--- src/rtl/immgen_pipe.sv ---
// immgen_pipe: pipelined RV32I/RV64I immediate generator.
//
// One 32-bit instruction per cycle enters over a valid/ready handshake. The
// block decodes the format, builds the sign-extended immediate at XLEN width
// and passes it on with a format code, an illegal flag and a sideband tag.
//
// Buffering is a 2-entry elastic buffer made of an output register and a skid
// register. in_ready comes straight from a flop, so it has no combinational
// path from out_ready.
//
// Optional feature macro: IMMGEN_CSR_EN
//   defined   : csrrwi/csrrsi/csrrci decode as fmt 6 (Z), imm = zext(rs1 field)
//   undefined : those instructions decode as ordinary I-type
module immgen_pipe #(
  parameter int unsigned XLEN  = 32,
  parameter int unsigned TAG_W = 4
) (
  input  logic             clk,
  input  logic             rst_n,
  input  logic             in_valid,
  output logic             in_ready,
  input  logic [31:0]      in_instr,
  input  logic [TAG_W-1:0] in_tag,
  output logic             out_valid,
  input  logic             out_ready,
  output logic [XLEN-1:0]  out_imm,
  output logic [2:0]       out_fmt,
  output logic             out_illegal,
  output logic [TAG_W-1:0] out_tag
);

  // Major opcodes (instr[6:0]).
  localparam logic [6:0] OP_LOAD     = 7'b0000011;
  localparam logic [6:0] OP_MISC_MEM = 7'b0001111;
  localparam logic [6:0] OP_IMM      = 7'b0010011;
  localparam logic [6:0] OP_AUIPC    = 7'b0010111;
  localparam logic [6:0] OP_IMM_32   = 7'b0011011;
  localparam logic [6:0] OP_STORE    = 7'b0100011;
  localparam logic [6:0] OP_OP       = 7'b0110011;
  localparam logic [6:0] OP_LUI      = 7'b0110111;
  localparam logic [6:0] OP_OP_32    = 7'b0111011;
  localparam logic [6:0] OP_BRANCH   = 7'b1100011;
  localparam logic [6:0] OP_JALR     = 7'b1100111;
  localparam logic [6:0] OP_JAL      = 7'b1101111;
  localparam logic [6:0] OP_SYSTEM   = 7'b1110011;

  // Format codes as presented on out_fmt.
  localparam logic [2:0] FMT_R   = 3'd0;
  localparam logic [2:0] FMT_I   = 3'd1;
  localparam logic [2:0] FMT_S   = 3'd2;
  localparam logic [2:0] FMT_B   = 3'd3;
  localparam logic [2:0] FMT_U   = 3'd4;
  localparam logic [2:0] FMT_J   = 3'd5;
  localparam logic [2:0] FMT_Z   = 3'd6;
  localparam logic [2:0] FMT_ILL = 3'd7;

  // Decoded result packed as {illegal, fmt[2:0], imm[XLEN-1:0]}.
  localparam int unsigned DEC_W = XLEN + 4;

  // Immediates are built at 64 bits and truncated to XLEN afterwards, which
  // avoids zero-width replications when XLEN is 32.
  function automatic logic [63:0] imm_i_f(input logic [31:0] instr);
    return {{52{instr[31]}}, instr[31:20]};
  endfunction

  function automatic logic [63:0] imm_s_f(input logic [31:0] instr);
    return {{52{instr[31]}}, instr[31:25], instr[11:7]};
  endfunction

  function automatic logic [63:0] imm_b_f(input logic [31:0] instr);
    return {{51{instr[31]}}, instr[31], instr[7], instr[30:25], instr[11:8], 1'b0};
  endfunction

  function automatic logic [63:0] imm_u_f(input logic [31:0] instr);
    return {{32{instr[31]}}, instr[31:12], 12'h000};
  endfunction

  function automatic logic [63:0] imm_j_f(input logic [31:0] instr);
    return {{43{instr[31]}}, instr[31], instr[19:12], instr[20], instr[30:21], 1'b0};
  endfunction

  // Full decode of one instruction word into {illegal, fmt, imm}.
  function automatic logic [DEC_W-1:0] decode_f(input logic [31:0] instr);
    logic [63:0] imm_w;
    logic [2:0]  fmt;
    logic        ill;
    imm_w = 64'd0;
    fmt   = FMT_ILL;
    ill   = 1'b1;
    if (instr[1:0] == 2'b11) begin
      case (instr[6:0])
        OP_LOAD, OP_MISC_MEM, OP_IMM, OP_JALR: begin
          imm_w = imm_i_f(instr);
          fmt   = FMT_I;
          ill   = 1'b0;
        end
        OP_SYSTEM: begin
`ifdef IMMGEN_CSR_EN
          // funct3[2] selects the immediate CSR forms; rs1 carries a uimm.
          if (instr[14]) begin
            imm_w = {59'd0, instr[19:15]};
            fmt   = FMT_Z;
          end else begin
            imm_w = imm_i_f(instr);
            fmt   = FMT_I;
          end
`else
          imm_w = imm_i_f(instr);
          fmt   = FMT_I;
`endif
          ill = 1'b0;
        end
        OP_STORE: begin
          imm_w = imm_s_f(instr);
          fmt   = FMT_S;
          ill   = 1'b0;
        end
        OP_BRANCH: begin
          imm_w = imm_b_f(instr);
          fmt   = FMT_B;
          ill   = 1'b0;
        end
        OP_LUI, OP_AUIPC: begin
          imm_w = imm_u_f(instr);
          fmt   = FMT_U;
          ill   = 1'b0;
        end
        OP_JAL: begin
          imm_w = imm_j_f(instr);
          fmt   = FMT_J;
          ill   = 1'b0;
        end
        OP_OP: begin
          imm_w = 64'd0;
          fmt   = FMT_R;
          ill   = 1'b0;
        end
        OP_IMM_32: begin
          // Word-sized immediate ops exist only on RV64.
          if (XLEN == 64) begin
            imm_w = imm_i_f(instr);
            fmt   = FMT_I;
            ill   = 1'b0;
          end else begin
            imm_w = 64'd0;
            fmt   = FMT_ILL;
            ill   = 1'b1;
          end
        end
        OP_OP_32: begin
          if (XLEN == 64) begin
            imm_w = 64'd0;
            fmt   = FMT_R;
            ill   = 1'b0;
          end else begin
            imm_w = 64'd0;
            fmt   = FMT_ILL;
            ill   = 1'b1;
          end
        end
        default: begin
          imm_w = 64'd0;
          fmt   = FMT_ILL;
          ill   = 1'b1;
        end
      endcase
    end else begin
      // Compressed or reserved encodings are not handled here.
      imm_w = 64'd0;
      fmt   = FMT_ILL;
      ill   = 1'b1;
    end
    return {ill, fmt, imm_w[XLEN-1:0]};
  endfunction

  // Output register entry.
  logic             out_valid_q, out_valid_d;
  logic [XLEN-1:0]  out_imm_q,   out_imm_d;
  logic [2:0]       out_fmt_q,   out_fmt_d;
  logic             out_ill_q,   out_ill_d;
  logic [TAG_W-1:0] out_tag_q,   out_tag_d;

  // Skid register entry.
  logic             skid_valid_q, skid_valid_d;
  logic [XLEN-1:0]  skid_imm_q,   skid_imm_d;
  logic [2:0]       skid_fmt_q,   skid_fmt_d;
  logic             skid_ill_q,   skid_ill_d;
  logic [TAG_W-1:0] skid_tag_q,   skid_tag_d;

  // Registered copy of !skid_valid so in_ready leaves a flop directly.
  logic             in_ready_q,   in_ready_d;

  logic [DEC_W-1:0] dec_s;
  logic [XLEN-1:0]  dec_imm_s;
  logic [2:0]       dec_fmt_s;
  logic             dec_ill_s;
  logic             in_fire_s;
  logic             out_fire_s;

  // Decode the incoming word and detect handshake transfers.
  always_comb begin
    dec_s      = decode_f(in_instr);
    dec_imm_s  = dec_s[XLEN-1:0];
    dec_fmt_s  = dec_s[XLEN+2:XLEN];
    dec_ill_s  = dec_s[XLEN+3];
    in_fire_s  = in_valid & in_ready_q;
    out_fire_s = out_valid_q & out_ready;
  end

  // Elastic buffer next state: output register refills from skid first,
  // then from the decoder; a stalled output diverts new input into skid.
  always_comb begin
    out_valid_d  = out_valid_q;
    out_imm_d    = out_imm_q;
    out_fmt_d    = out_fmt_q;
    out_ill_d    = out_ill_q;
    out_tag_d    = out_tag_q;
    skid_valid_d = skid_valid_q;
    skid_imm_d   = skid_imm_q;
    skid_fmt_d   = skid_fmt_q;
    skid_ill_d   = skid_ill_q;
    skid_tag_d   = skid_tag_q;
    if (!out_valid_q || out_fire_s) begin
      if (skid_valid_q) begin
        // Older entry in skid goes first; input is blocked while skid is full.
        out_valid_d  = 1'b1;
        out_imm_d    = skid_imm_q;
        out_fmt_d    = skid_fmt_q;
        out_ill_d    = skid_ill_q;
        out_tag_d    = skid_tag_q;
        skid_valid_d = 1'b0;
      end else if (in_fire_s) begin
        out_valid_d = 1'b1;
        out_imm_d   = dec_imm_s;
        out_fmt_d   = dec_fmt_s;
        out_ill_d   = dec_ill_s;
        out_tag_d   = in_tag;
      end else begin
        out_valid_d = 1'b0;
      end
    end else begin
      // Output is stalled and holds; a newly accepted word parks in skid.
      if (in_fire_s) begin
        skid_valid_d = 1'b1;
        skid_imm_d   = dec_imm_s;
        skid_fmt_d   = dec_fmt_s;
        skid_ill_d   = dec_ill_s;
        skid_tag_d   = in_tag;
      end else begin
        skid_valid_d = skid_valid_q;
      end
    end
    in_ready_d = ~skid_valid_d;
  end

  // State flops; reset discards both entries and opens the input.
  always_ff @(posedge clk or negedge rst_n) begin
    if (!rst_n) begin
      out_valid_q  <= 1'b0;
      out_imm_q    <= '0;
      out_fmt_q    <= 3'd0;
      out_ill_q    <= 1'b0;
      out_tag_q    <= '0;
      skid_valid_q <= 1'b0;
      skid_imm_q   <= '0;
      skid_fmt_q   <= 3'd0;
      skid_ill_q   <= 1'b0;
      skid_tag_q   <= '0;
      in_ready_q   <= 1'b1;
    end else begin
      out_valid_q  <= out_valid_d;
      out_imm_q    <= out_imm_d;
      out_fmt_q    <= out_fmt_d;
      out_ill_q    <= out_ill_d;
      out_tag_q    <= out_tag_d;
      skid_valid_q <= skid_valid_d;
      skid_imm_q   <= skid_imm_d;
      skid_fmt_q   <= skid_fmt_d;
      skid_ill_q   <= skid_ill_d;
      skid_tag_q   <= skid_tag_d;
      in_ready_q   <= in_ready_d;
    end
  end

  assign in_ready    = in_ready_q;
  assign out_valid   = out_valid_q;
  assign out_imm     = out_imm_q;
  assign out_fmt     = out_fmt_q;
  assign out_illegal = out_ill_q;
  assign out_tag     = out_tag_q;

endmodule

--- config.mk ---
export PLATFORM = sky130hd
export DESIGN_NAME = immgen_pipe
export DESIGN_NICKNAME = d
export VERILOG_FILES = /design/src/rtl/immgen_pipe.sv
export SDC_FILE = /design/constraint.sdc
export NUM_CORES = 1
export LEC_CHECK = 0
export CAP_MARGIN = 20
export CORE_MARGIN = 2
export CORE_UTILIZATION = 40
export CTS_CLUSTER_SIZE = 20
export DETAILED_ROUTE_END_ITERATION = 12
export GPL_ROUTABILITY_DRIVEN = 0
export GPL_TIMING_DRIVEN = 0
export PLACE_DENSITY = 0.65
export SLEW_MARGIN = 20
export SYNTH_ARGS = -nofsm -noshare
export SYNTH_HDL_FRONTEND = slang
export SYNTH_SLANG_ARGS = --single-unit
--- constraint.sdc ---
create_clock -name clk -period 3.7 [get_ports clk]
set_clock_uncertainty 0.05 [all_clocks]
set_input_delay 0.74 -clock clk [delete_from_list [all_inputs] [get_ports clk]]
set_output_delay 0.74 -clock clk [all_outputs]
set_load 0.03 [all_outputs]
# --- Word-level counts from Yosys, hierarchy flattened ---
# Cells that the tools add are included.
word_totals:
  n_memories: 0
  romBits: 0
  latch_bits: 0
  input_bits: 40
  mem_bits_rw: 0
  elab_cells: 53
  reg_bits: 83
op_classes:
  n_mul: 0
  eq_ne: 12
  n_mux: 18
  bitwise: 4
  div_mod_pow: 0
  add_sub_neg: 0
  shifts: 0
  reduce_logical: 8
  n_lt_le_gt_ge: 0
ops:
  columns: ["op", "count"]
  rows:
  - ["$pmux 32 s5", 1]
  - ["$mux 32", 3]
  - ["$eq 7x7->1 const B", 4]
  - ["$eq 7x6->1 const B", 3]
  - ["$pmux 3 s6", 1]
  - ["$eq 7x5->1 const B", 2]
  - ["$reduce_or 11->1", 1]
  - ["$mux 3", 3]
  - ["$mux 1", 8]
  - ["$mux 4", 2]
  - ["$eq 7x2->1 const B", 1]
  - ["$eq 7x4->1 const B", 1]
  - ["$reduce_or 5->1", 1]
  - ["$reduce_and 2->1", 2]
  - ["$and 1x1->1", 2]
  - ["$eq 2x2->1 const B", 1]
  - ["$not 1->1", 2]
  - ["$reduce_bool 2->1", 1]
  - ["$reduce_or 2->1", 1]
  - ["$logic_not 1->1", 1]
  - ["$logic_or 1x1->1", 1]

# --- Longest topological paths before layout ---
logic_depth:
  word_depth: 6
  ltp_mapped: 7
  depth_no_buf: 5

# --- Least setup slack after synthesis ---
# OpenSTA, ideal clock, no wires.
synth_timing:
  path_kind: "input port to flip-flop"
  startpoint: "in in_instr[3]"
  endpoint: "reg out_imm_q[21] (netlist: out_imm[21])"
  setup_time_ns: 0.126
  cell_stages: 7
  required_ns: 3.524
  arrival_time_ns: 1.801
  setup_slack_ns: 1.723
  n_path_buf: 2
  cell_sequence: "buf_2 -> inv_1 -> and2_4 -> o311a_1 -> nor2_2 -> buf_6 -> a21oi_2"
synth_between:
  elab_chain_len: 6
  word_cells_on_any_way: 16
synth_lines:
  columns: ["item", "line", "source"]
  rows:
  - ["start, declared", "22", "input logic [31:0] in_instr,"]
  - ["$eq 7x7->1 (tied with other cells)", "91", "case (instr[6:0])"]
  - ["$reduce_or 5->1 (no source line) or $reduce_or 2->1 (tied branches)", null, null]
  - ["$pmux 32 s5 (*)", "91", null]
  - ["$mux 32 (*)", "90", "if (instr[1:0] == 2'b11) begin"]
  - ["$mux 32 (*)", "232", "end else if (in_fire_s) begin"]
  - ["$mux 32 (*)", "224", "if (skid_valid_q) begin"]
  - ["end signal, assigned", "272", "out_imm_q <= out_imm_d;"]
  - ["end, declared", "178", "logic [XLEN-1:0] out_imm_q, out_imm_d;"]
# Every way passes the cells marked *; elsewhere a longest branch is shown, timed or not. The select of a mux whose other input is x is not followed.
# A chain may end at the register's enable or synchronous reset.

# --- Final worst setup path ---
layout_timing:
  startpoint: "in in_instr[5]"
  endpoint: "reg out_fmt_q[0] (netlist: out_fmt[0])"
layout_between:
  elab_chain_len: 6
  word_cells_on_any_way: 17
layout_lines:
  columns: ["item", "line", "source"]
  rows:
  - ["$eq 7x7->1 (tied with other cells)", "91", null]
  - ["$reduce_or 5->1 (no source line) or $reduce_or 2->1 (tied branches)", null, null]
  - ["$pmux 3 s6 (*)", "91", null]
  - ["$mux 3 (*)", "90", null]
  - ["$mux 3 (*)", "232", null]
  - ["$mux 3 (*)", "224", null]
  - ["end signal, assigned", "273", "out_fmt_q <= out_fmt_d;"]
  - ["end, declared", "179", "logic [2:0] out_fmt_q, out_fmt_d;"]
# Marks and branches as above.

==> metrics.cfg <==
[placement]
placed_area_um2=4920
io_buffers=81
hpwl_um=7570
pre_cts_slack_ps=743

[synth]
synth_area_um2=3920
syn_nets=444
ys_seq_area_share_pct=53.0
yosys-top-cells-area=dfrtp_1 52%, nand2_1 5.5%, o21ai_0 5.4%
yosysTopAreaCellShare_pct=52.3
muxShareOfSynthArea_pct=1.02
avgSynthCellArea_um2=9.71
ys_ff_latch=83
synth-compound-area-share_pct=21.5
synth_async_sr_flop_share_pct=100
synth_common_cells=82 x dfrtp_1, 58 x nand2_1, 42 x o21ai_0
synth_top_family_by_area=compound AO/OA/AOI/OAI gates
synth_edf_count=0
synthAdderAreaFrac_pct=0
synth-simple-area-share_pct=20.2
synth_xor_area_share_pct=0.223
yosys.cell_types.count=46
synth_area_leader_cell=dfrtp_1
synth_most_common_cell=dfrtp_1
ys_warn_count=0
ys.flop_type=dfrtp_1
synthCells=404

[layout]
n_antenna_cell=0
num-fill-cells=936
fin_util_pct=53.2
final_layout_size_suffix_gt1_share_pct=9.56
nNetsFinal=537
fin_area_um2=5130
areaGrowthSynthToFinish_pct=30.8

[detailed_routing]
dr.pass1.iters=5
num_vias=3427
ant_nets=0
wl_per_cell_um=16.5
drc_errors=0
via_per_inst=5.40
wirelength_um=10500
drtIter0Drc=226

[power_and_ir_drop]
seq_power_share_pct=42.4
switching_power_uw=940
p_clk_share_pct=25.4
p_int_mw=1.88
p_leak_nw=2.06
total_power_mw=2.82
vdd_drop_max_uv=189
powerDensity_nw_per_um2=549
share_comb_of_total_power_pct=32.2
swShare_pct=33.3

[clock_tree]
insertion_delay_ps=360
cts_sinks=83
cts-root-buf=clkbuf_8
ctsResizeCount=0
cts_setup_buffers=0
path_clk_slew_ps=80
cts_hold_buf=0
cts_buffer_depth=2
cts.htree.levels=3
cts_buffers=9
cts_tree=built

[global_routing]
antenna_found_initial=0
overflow=0
grt_pass1_wl_um=16500
grt_util_all_layers_pct=20.3
grt_max_degree=49
grt_pass1_vias=3255

[timing]
hold_viol=0
worst_pin_slew_ps=871
period_needed_ps=2650
rsz0062_at_grt=false
fmax_ghz=0.378
maxSlewHeadroom_pct=40.4
tns_ps=0
setup_viol=0
finalCritPeriodShare_pct=71.5
maxSlewViolCount=0
setup_ws_ps=1050

[status]
outcome=completed

[setup_path]
worstReg2RegEnd=out_imm[16]
path_max_fanout=10
cp-start-kind=input pin
crit_path_end_kind=flop
arrival_ps=2830
reg2reg_depth=6
r2r_slack_ps=1620
required_ps=3880
r2r_start=out_valid
crit_type=in2reg

[floorplan]
core_area_um2=9640
ios=82
die_w_um=103
start_util_pct=40.7
fp.dieH_um=103
dieArea_um2=10600
rows=36

[min_path]
hold_path_class=in2async

[flow_run]
cap_viol_max_count=0

==> through the flow <==
step,std cells,hold WS [ps]
floorplan,404,391
global placement,618,402
detailed placement,619,411
CTS,635,360
global route,635,382
finish,635,337
==> critical path, cell delays in order <==
cell             delay (ps)
clkdlybuf4s50_1         570
buf_2                   250
nand2b_1                 90
a2111oi_0               800
nor2_1                   70
a21oi_1                 190
o21ai_0                 100
==> sequential cells by signal, indices dropped and copies added (netlist names), 3 cells and up <==
| name | cells |
|---|---|
| skid_imm_q | 32 |
| skid_fmt_q | 3 |
| out_fmt | 3 |
| out_imm | 32 |
| out_tag | 4 |
| skid_tag_q | 4 |
==> kinds of logic (layout without fill, tap and decap cells) <==
group           after synthesis  in the layout
flops                        83             83
xor+xnor                      1              1
mux                           4              4
compound gates              128            128
buf+inv                      35            133
simple gates                153            153
==> power by group through the flow <==
stage	Sequential [mW]	Clock (mW)	Combinational (mW)
3_5_place_dp	1.21	0	0.913
6_report	1.20	0.715	0.909
3_3_place_gp	1.21	0	0.899
2_1_floorplan	1.41	0	0.319
5_1_grt	1.22	0.758	0.982
4_1_cts	1.20	0.719	0.915
==> per-layer routing <==
layer | vias to the layer above | part of all wire, % | track usage [%]
met3 | 14 | 5.7 | 4.54
met5 | - | 0 | 0
li1 | 1630 | - | -
met1 | 1664 | 45 | 27.5
met4 | 0 | 1.3 | 4.96
met2 | 119 | 48 | 33.2
==> cell type report <==
cell class              count  area (um^2)  share of cell area [%]
inverters                   3         11.3                   0.219
clock inverters             2         60.1                    1.17
clock buffers              14          153                    2.97
multi-input cells         286         1680                    32.8
well taps                 133          166                    3.24
plain buffers              32          151                    2.95
repair buffers             82          828                    16.1
flip-flops and latches     83         2080                    40.5
==> placed cells by master, fill, tap and decap left out, types with 4 or more instances in the layout <==
| cell type | instances |
|---|---|
| nor2_2 | 4 |
| clkdlybuf4s50_1 | 80 |
| a21oi_2 | 12 |
| nor2_1 | 30 |
| o21ai_0 | 42 |
| clkbuf_1 | 23 |
| dfrtp_1 | 82 |
| a221o_1 | 6 |
| a21oi_1 | 22 |
| clkbuf_8 | 10 |
| nand3_1 | 6 |
| nand2b_1 | 5 |
| a22o_1 | 6 |
| buf_2 | 7 |
| mux2i_1 | 4 |
| nand3b_1 | 26 |
| and3_1 | 8 |
| nand2_1 | 58 |
| a31oi_1 | 23 |
| a32oi_1 | 4 |
==> how the worst max path moves through the flow <==
stage                            from            end  cells after the start
final                     in_instr[5]     out_fmt[0]                      7
after global routing        out_ready    out_imm[16]                      7
after CTS                   out_ready    out_imm[16]                      7
after detailed placement    out_ready    out_imm[16]                      7
after global placement          rst_n  skid_imm_q[8]                      1
after floorplan           in_instr[3]    out_imm[21]                      7
(Power assumes the default switching activity.)
